File: src/rtl/hv_supply_interlock.sv
// Interlock and ready-qualification channel for one HV supply stage.
// Optional first-fault snapshot enabled by HV_INTERLOCK_FIRST_FAULT_EN.
//
//   state | meaning
//   IDLE  | supply off, waiting for ps_act with upstream stage OK
//   RAMP  | supply activated, qualification timer running
//   OK    | supply qualified, undervoltage timer watching u_low
//   TRIP  | latched trip, left only by an ack edge with fault and ps clear
module hv_supply_interlock #(
    parameter int N_FAULT    = 7,
    parameter int TICK_DIV   = 1,
    parameter int OK_TICKS   = 128,
    parameter int ULOW_TICKS = 4,
    parameter int CNT_W      = 16
) (
    input  logic               clk,
    input  logic               reset,
    input  logic [N_FAULT-1:0] fault_in,
    input  logic               upstream_ok,
    input  logic               ps_act,
    input  logic               u_low,
    input  logic               ack,
    output logic               on_perm,
    output logic               not_alarm,
    output logic               supply_ok,
    output logic               not_u_low,
    output logic               trip,
    output logic [1:0]         state
`ifdef HV_INTERLOCK_FIRST_FAULT_EN
    ,
    output logic [N_FAULT-1:0] first_fault,
    output logic               first_fault_vld
`endif
);

    typedef enum logic [1:0] {
        ST_IDLE = 2'd0,
        ST_RAMP = 2'd1,
        ST_OK   = 2'd2,
        ST_TRIP = 2'd3
    } state_t;

    localparam int PRE_W = (TICK_DIV > 1) ? $clog2(TICK_DIV) : 1;
    localparam logic [PRE_W-1:0] PRE_LAST = PRE_W'(TICK_DIV - 1);
    localparam logic [CNT_W-1:0] OK_CNT   = CNT_W'(OK_TICKS);
    localparam logic [CNT_W-1:0] ULOW_CNT = CNT_W'(ULOW_TICKS);

    logic [N_FAULT-1:0] fault_q;
    logic               ps_q;
    logic               u_low_q;
    logic               ack_q;
    logic               ack_prev_q;

    logic [PRE_W-1:0]   presc_q, presc_d;
    logic [CNT_W-1:0]   qual_cnt_q, qual_cnt_d;
    logic [CNT_W-1:0]   ulow_cnt_q, ulow_cnt_d;
    state_t             state_q, state_d;

    logic               on_perm_q, on_perm_d;
    logic               not_alarm_q, not_alarm_d;
    logic               supply_ok_q, supply_ok_d;
    logic               not_u_low_q, not_u_low_d;
    logic               trip_q, trip_d;

    logic               fault_any;
    logic               tick;
    logic               ack_rise;

    function automatic logic [CNT_W-1:0] sat_inc(input logic [CNT_W-1:0] v);
        return (&v) ? v : v + 1'b1;
    endfunction

    assign fault_any = |fault_q;
    assign tick      = (presc_q == PRE_LAST);
    assign ack_rise  = ack_q & ~ack_prev_q;

    // Prescaler is free running; state changes do not realign it.
    always_comb begin
        presc_d = tick ? '0 : presc_q + 1'b1;
    end

    always_comb begin
        state_d    = state_q;
        qual_cnt_d = qual_cnt_q;
        ulow_cnt_d = ulow_cnt_q;
        case (state_q)
            ST_IDLE: begin
                if (fault_any)
                    state_d = ST_TRIP;
                else if (ps_q && upstream_ok)
                    state_d = ST_RAMP;
            end
            ST_RAMP: begin
                if (fault_any || !upstream_ok)
                    state_d = ST_TRIP;
                else if (!ps_q)
                    state_d = ST_IDLE;
                else if (qual_cnt_q == OK_CNT)
                    state_d = ST_OK;
                else if (tick)
                    qual_cnt_d = u_low_q ? '0 : sat_inc(qual_cnt_q);
            end
            ST_OK: begin
                if (fault_any || !upstream_ok)
                    state_d = ST_TRIP;
                else if (!ps_q)
                    state_d = ST_IDLE;
                else if (ulow_cnt_q == ULOW_CNT)
                    state_d = ST_TRIP;
                else if (tick)
                    ulow_cnt_d = u_low_q ? sat_inc(ulow_cnt_q) : '0;
            end
            default: begin
                if (ack_rise && !fault_any && !ps_q)
                    state_d = ST_IDLE;
            end
        endcase
        if (state_d != state_q) begin
            qual_cnt_d = '0;
            ulow_cnt_d = '0;
        end
    end

    // Outputs follow the state register by one cycle.
    always_comb begin
        on_perm_d   = (state_q != ST_TRIP) & ~fault_any & upstream_ok;
        not_alarm_d = ~fault_any;
        supply_ok_d = (state_q == ST_OK);
        not_u_low_d = ~((state_q == ST_OK) & u_low_q);
        trip_d      = (state_q == ST_TRIP);
    end

`ifdef HV_INTERLOCK_FIRST_FAULT_EN
    logic [N_FAULT-1:0] first_fault_q, first_fault_d;

    // Snapshot only on trip entry caused by a fault; other trip causes record zero.
    always_comb begin
        first_fault_d = first_fault_q;
        if (state_q != ST_TRIP && state_d == ST_TRIP)
            first_fault_d = fault_any ? fault_q : '0;
        else if (state_q == ST_TRIP && state_d == ST_IDLE)
            first_fault_d = '0;
    end

    assign first_fault     = first_fault_q;
    assign first_fault_vld = trip_q & (|first_fault_q);
`endif

    always_ff @(posedge clk or posedge reset) begin
        if (reset) begin
            fault_q       <= '0;
            ps_q          <= 1'b0;
            u_low_q       <= 1'b0;
            ack_q         <= 1'b0;
            ack_prev_q    <= 1'b0;
            presc_q       <= '0;
            qual_cnt_q    <= '0;
            ulow_cnt_q    <= '0;
            state_q       <= ST_IDLE;
            on_perm_q     <= 1'b0;
            not_alarm_q   <= 1'b1;
            supply_ok_q   <= 1'b0;
            not_u_low_q   <= 1'b1;
            trip_q        <= 1'b0;
`ifdef HV_INTERLOCK_FIRST_FAULT_EN
            first_fault_q <= '0;
`endif
        end else begin
            fault_q       <= fault_in;
            ps_q          <= ps_act;
            u_low_q       <= u_low;
            ack_q         <= ack;
            ack_prev_q    <= ack_q;
            presc_q       <= presc_d;
            qual_cnt_q    <= qual_cnt_d;
            ulow_cnt_q    <= ulow_cnt_d;
            state_q       <= state_d;
            on_perm_q     <= on_perm_d;
            not_alarm_q   <= not_alarm_d;
            supply_ok_q   <= supply_ok_d;
            not_u_low_q   <= not_u_low_d;
            trip_q        <= trip_d;
`ifdef HV_INTERLOCK_FIRST_FAULT_EN
            first_fault_q <= first_fault_d;
`endif
        end
    end

    assign on_perm   = on_perm_q;
    assign not_alarm = not_alarm_q;
    assign supply_ok = supply_ok_q;
    assign not_u_low = not_u_low_q;
    assign trip      = trip_q;
    assign state     = state_q;

endmodule

File: config.mk
export PLATFORM = sky130hd
export DESIGN_NAME = hv_supply_interlock
export DESIGN_NICKNAME = d
export VERILOG_FILES = /design/src/rtl/hv_supply_interlock.sv
export SDC_FILE = /design/constraint.sdc
export NUM_CORES = 1
export LEC_CHECK = 0
export CELL_PAD_IN_SITES_DETAIL_PLACEMENT = 1
export CELL_PAD_IN_SITES_GLOBAL_PLACEMENT = 1
export CORE_AREA = 2 2 80 82
export DETAILED_ROUTE_END_ITERATION = 10
export DIE_AREA = 0 0 82 84
export PLACE_DENSITY_LB_ADDON = 0.1
export SYNTH_ARGS = -nofsm -noshare
export SYNTH_HDL_FRONTEND = slang
export SYNTH_SLANG_ARGS = --single-unit
File: constraint.sdc
create_clock -name clk -period 3.3 [get_ports clk]
set_input_delay 0.99 -clock clk [delete_from_list [all_inputs] [get_ports clk]]
set_output_delay 0.99 -clock clk [all_outputs]
set_load 0.03 [all_outputs]
After elaboration in Yosys (flattened, before gate mapping):

Cells that the tools add are included.

* add/subtract/negate cells: 3
* equality and inequality tests: 13
* multiplexer cells: 27
* bitwise operators: 7
* reduce and logical (&&, ||, !) cells: 16

Operator list (count)
* 2-to-1 mux 16 bit: 16
* adder 16 x 1 -> 16 bit (second input constant): 2
* AND reduction 16 bit: 2
* 2-to-1 mux 2 bit: 9
* == test 16 x 3 -> 1 bit (second input constant): 1
* == test 16 x 8 -> 1 bit (second input constant): 1
* AND reduction 6 bit: 2
* != test 2 x 1 -> 1 bit (second input constant): 4
* OR reduction 7 bit: 1
* != test 3 x 2 -> 1 bit (second input constant): 2
* one-hot mux 2 bit (3 select lines): 1
* nonzero test 2 bit: 3
* AND 1 bit: 4
* == test 2 bit (second input constant): 2
* logical AND 1 bit: 3
* logical NOT 1 bit: 3
* inverter 1 bit: 3
* == test 2 x 1 -> 1 bit (second input constant): 1
* logical NOT 2 bit: 1
* != test 2 bit: 1
* != test 2 bit (second input constant): 1
* adder 1 bit (second input constant): 1
* logical OR 1 bit: 1
* 2-to-1 mux 1 bit: 1

* flip-flop bits (word level): 51
* input bits: 13
* output and inout bits: 7
* logic and storage cells: 80

Logic depth before layout (Yosys ltp):

* depth in word-level cells: 9
* gate-level depth with buffers: 8
* mapped depth without buffers: 7

Worst setup path before layout:

Ideal clock, no wire load.

* path type: input to register
* from: in upstream_ok
* to: reg ulow_cnt_q[2]
* setup time: 77 ps
* arrival time: 2181 ps
* data required time: 3223 ps
* slack: 1041 ps
* stages on the path: 6
* path buffers: 1
* cell sequence: and2_1 and4_1 o2111ai_1 clkbuf_2 or3b_2 a21oi_1

* longest elaborated chain between the ends: 7
* elaborated cells on any way between the ends: 17
* those cells by class: 5 x eq/ne; 6 x mux; 6 x reduce/logical

Ends and longest elaborated chain
* start: declaration: RTL line 19 `input logic upstream_ok,`
* logical AND 1 bit or logical NOT 1 bit (tied branches): RTL line 90, 94, 104
* 2-to-1 mux 2 bit or logical OR 1 bit (tied branches): RTL line 90, 94, 104
* 2-to-1 mux 2 bit (on tied branches): RTL line 88, 104, 94
* one-hot mux 2 bit (3 select lines): RTL line 86 `case (state_q)`
* != test 2 bit: RTL line 118 `if (state_d != state_q) begin`
* != test 3 x 2 -> 1 bit (no source line) (tied with other cells)
* AND reduction 6 bit (no source line)
* end signal: assignment: RTL line 176 `ulow_cnt_q <= ulow_cnt_d;`
* end: declaration: RTL line 56 `logic [CNT_W-1:0] ulow_cnt_q, ulow_cnt_d;`

Parallel ways exist; a longest one is shown, timed or not.
A chain may end at the register's enable or synchronous reset.

Final worst setup path:

* from: reg state_q[0], in the netlist state[0]
* to: out state[0]

RTL lines
* start: declaration: RTL line 57 `state_t state_q, state_d;`
* start signal: assignment: RTL line 177 `state_q <= state_d;`
* end: declaration: RTL line 28 `output logic [1:0] state`

No word-level cell between the ends.

==> results.py <==
metrics = {
    "worst_hold_path": {
        "min_from": "ack_q$_DFF_PP0_",
        "hp-class": "register to register",
    },
    "setup_path": {
        "critPathLaunchType": "register",
        "path_cells": "clkdlybuf4s50_1",
        "critPathLaunch": "state[0]$_DFF_PP0_",
        "path_max_fanout": 14,
        "cp_slowest_stage_delay_ns": 0.75,
        "slowest_stage": "clkdlybuf4s50_1",
        "setup.worst_path.class": "register to output port",
        "critical_path.top_delay_family": "buffers and inverters",
        "r2r_start": "ulow_cnt_q[0]$_DFFE_PP0P_",
        "cp.arrival_ns": 1.63,
        "reg2reg_slack_ns": 0.82,
        "path_buf_inv": 1,
        "crit_path_end_kind": "output port",
        "worstPathRequired_ns": 2.31,
    },
    "synthesis": {
        "synth_cells": 308,
        "yosys.area.top_type": "dfrtp_1",
        "muxShareOfSynthArea_pct": 1.12,
        "synthArstFlopShare_pct": 100,
        "avgSynthCellArea_um2": 9.05,
        "syn_nets": 325,
        "synth_top_family_by_area": "simple AND/OR/NAND/NOR gates",
        "synthAdderAreaFrac_pct": 1.80,
        "synth.distinct_cells": 52,
        "synthSimpleGateAreaFrac_pct": 28.2,
        "synth_common_cells": "dfrtp_1, a21oi_1, o21ai_0",
        "syn_area_um2": 2790,
        "yosysMostFrequentCell": "dfrtp_1",
        "synth_top_area_share_pct": 43.1,
        "synth.top_cells.by_area": "dfrtp_1, a21oi_1, o21ai_0",
        "ys_seq_area_share_pct": 45.0,
        "synth_ff_type": "dfrtp_1",
        "synth_xor_area_share_pct": 0,
        "synth_edf_count": 0,
        "ys.warnings.count": 0,
        "synth_compound_area_share_pct": 19.3,
        "synth_seq_cells": 50,
    },
    "floorplan": {
        "die_w_um": 82,
        "fp-row-count": 29,
        "die-area_um2": 6890,
        "initial_utilization_pct": 45.7,
        "boundaryPins": 20,
        "core_um2": 6100,
        "dieHeight_um": 84,
    },
    "sta": {
        "worst_slew_pin_slew_ns": 0.670,
        "final-max-slew-violation-count": 0,
        "max_freq_ghz": 0.381,
        "hold_violations": 0,
        "slew_headroom_pct": 54.7,
        "skew_ns": 0.0157,
        "fin_crit_sh_pct": 79.5,
        "rsz0062_at_grt": "false",
        "setup_viol": 0,
        "period_needed_ns": 2.62,
        "tns_ns": 0,
    },
    "drt": {
        "wl_per_cell_um": 17.9,
        "dr.pass1.iters": 4,
        "wirelength_um": 7170,
        "drt_iter0_markers": 113,
        "num_vias": 2468,
        "drtAntennaViolNets": 0,
        "via_per_inst": 6.15,
        "drc": 0,
    },
    "global_route": {
        "grt_pass1_wl_um": 12200,
        "track_usage_pct": 22.7,
        "antenna_found_initial": 0,
        "grt.overflow.total": 0,
        "grt_pass1_vias": 2558,
        "grt_max_degree": 33,
    },
    "clock_tree": {
        "cts_buffers": 5,
        "postCtsSetupBuffers": 0,
        "holdBufCountCts": 0,
        "cts_root_buf": "clkbuf_8",
        "htree_levels": 2,
        "cts_tree": "yes",
        "cts.repair.resized": 0,
        "path_clk_slew_ns": 0.09,
        "clk_path_buf_depth": 2,
        "cts_sinks": 50,
        "insertion_delay_ns": 0.31,
    },
    "placed_design": {
        "placedCellCount": 393,
        "dpl.hpwl_um": 4960,
        "place_area_um2": 3050,
        "portBuffers": 19,
        "gp_routability_congestion": 0.792,
    },
    "layout": {
        "antenna_cells": 0,
        "final_cells": 401,
        "stdcell_area_um2": 3160,
        "layout.nets": 340,
        "drive_gt1_share_pct": 9.57,
        "area_growth_pct": 13.5,
    },
    "pwr": {
        "p_sw_mw": 0.258,
        "power.share.clock_pct": 39.8,
        "p_int_mw": 0.870,
        "combPwrFrac_pct": 4.8,
        "p_per_area_nw_per_um2": 356,
        "vdd_ir_drop_max_uv": 233,
        "seqPwrFrac_pct": 55.4,
        "netSwitchingFraction_pct": 22.9,
        "p_leak_nw": 1.21,
    },
    "outcome": {
        "status": "finished, final reports clean",
    },
    "run": {
        "cap_violations": 0,
    },
}
[state kept, by name, summed over array words and instances (netlist names), 2 cells and up]
signal / flops
fault_q: 7
qual_cnt_q: 16
state: 2
ulow_cnt_q: 16
[logic make-up after synthesis]
kind of cell,Yosys count
buffers and inverters,29
flip-flops,50
adder cells (fa/ha/maj),4
AO/OA/AOI/OAI,91
AND/OR/NAND/NOR,131
multiplexers,3
[path summary, 6_finish.rpt]
kind	end	depth (start not counted)
min in group asynchronous	not_u_low$_DFF_PP1_	2
setup / recovery	state[0]	1
max in group asynchronous	not_alarm$_DFF_PP1_	3
setup reg to reg	ulow_cnt_q[8]$_DFFE_PP0P_	7
hold / removal	ack_prev_q$_DFF_PP0_	0
hold reg to reg	ack_prev_q$_DFF_PP0_	0
[placed cells by master (no fill, tap or decap), types with 2 or more instances in the layout]
cell | synthesis | routed
dfrtp_1 | 48 | 48
a21oi_1 | 35 | 35
o21ai_0 | 27 | 27
nand2_1 | 22 | 22
clkdlybuf4s50_1 | 0 | 19
nand3_1 | 16 | 16
or4_1 | 12 | 12
nor2_1 | 12 | 12
buf_4 | 2 | 10
or3_1 | 9 | 9
nand4_1 | 8 | 8
nor3_1 | 7 | 7
inv_1 | 8 | 7
a31oi_1 | 7 | 7
nor4_1 | 6 | 6
and3_1 | 6 | 6
and2_1 | 5 | 5
nor4b_1 | 5 | 5
nand2b_1 | 5 | 5
clkbuf_8 | 0 | 5
and4_1 | 4 | 4
nor2b_1 | 4 | 4
ha_1 | 4 | 4
o2111ai_1 | 3 | 3
o211ai_1 | 3 | 3
a41oi_1 | 3 | 3
mux2i_1 | 2 | 2
or3b_2 | 2 | 2
dfstp_2 | 2 | 2
[stage by stage]
step	utilization [%]	worst slack, ns	total power [mW]	hold slack [ns]
after detailed placement	50.0	0.391	0.692	0.378
after CTS	51.9	0.690	1.14	0.400
after floorplan	-	1.04	0.662	0.355
final	51.9	0.676	1.13	0.395
after global placement	50.0	0.449	0.690	0.366
after global routing	51.9	0.610	1.17	0.417
[metal layers]
| metal | GRT usage, % | wire length (µm) |
|---|---|---|
| met1 | 29.2 | 3260 |
| met2 | 39.0 | 3680 |
| met3 | 3.79 | 127 |
| met4 | 5.30 | 104 |
| met5 | 0 | 0 |
[power by group through the flow]
stage                     combinational [mW]  sequential (mW)  clock, mW
after floorplan                       0.0273            0.635          0
after global placement                0.0533            0.637          0
after detailed placement              0.0551            0.637          0
after CTS                             0.0554            0.625      0.463
after global routing                  0.0611            0.626      0.482
final                                 0.0538            0.625      0.449
[cell type report]
type | instances | area (µm²)
inverters | 8 | 30.0
repair buffers | 29 | 265
flip-flops and latches | 50 | 1250
clock inverters | 3 | 43.8
multi-input cells | 229 | 1410
well taps | 77 | 96.3
fillers | 714 | 2930
clock buffers | 5 | 68.8
Power figures use the tool's default switching activity.
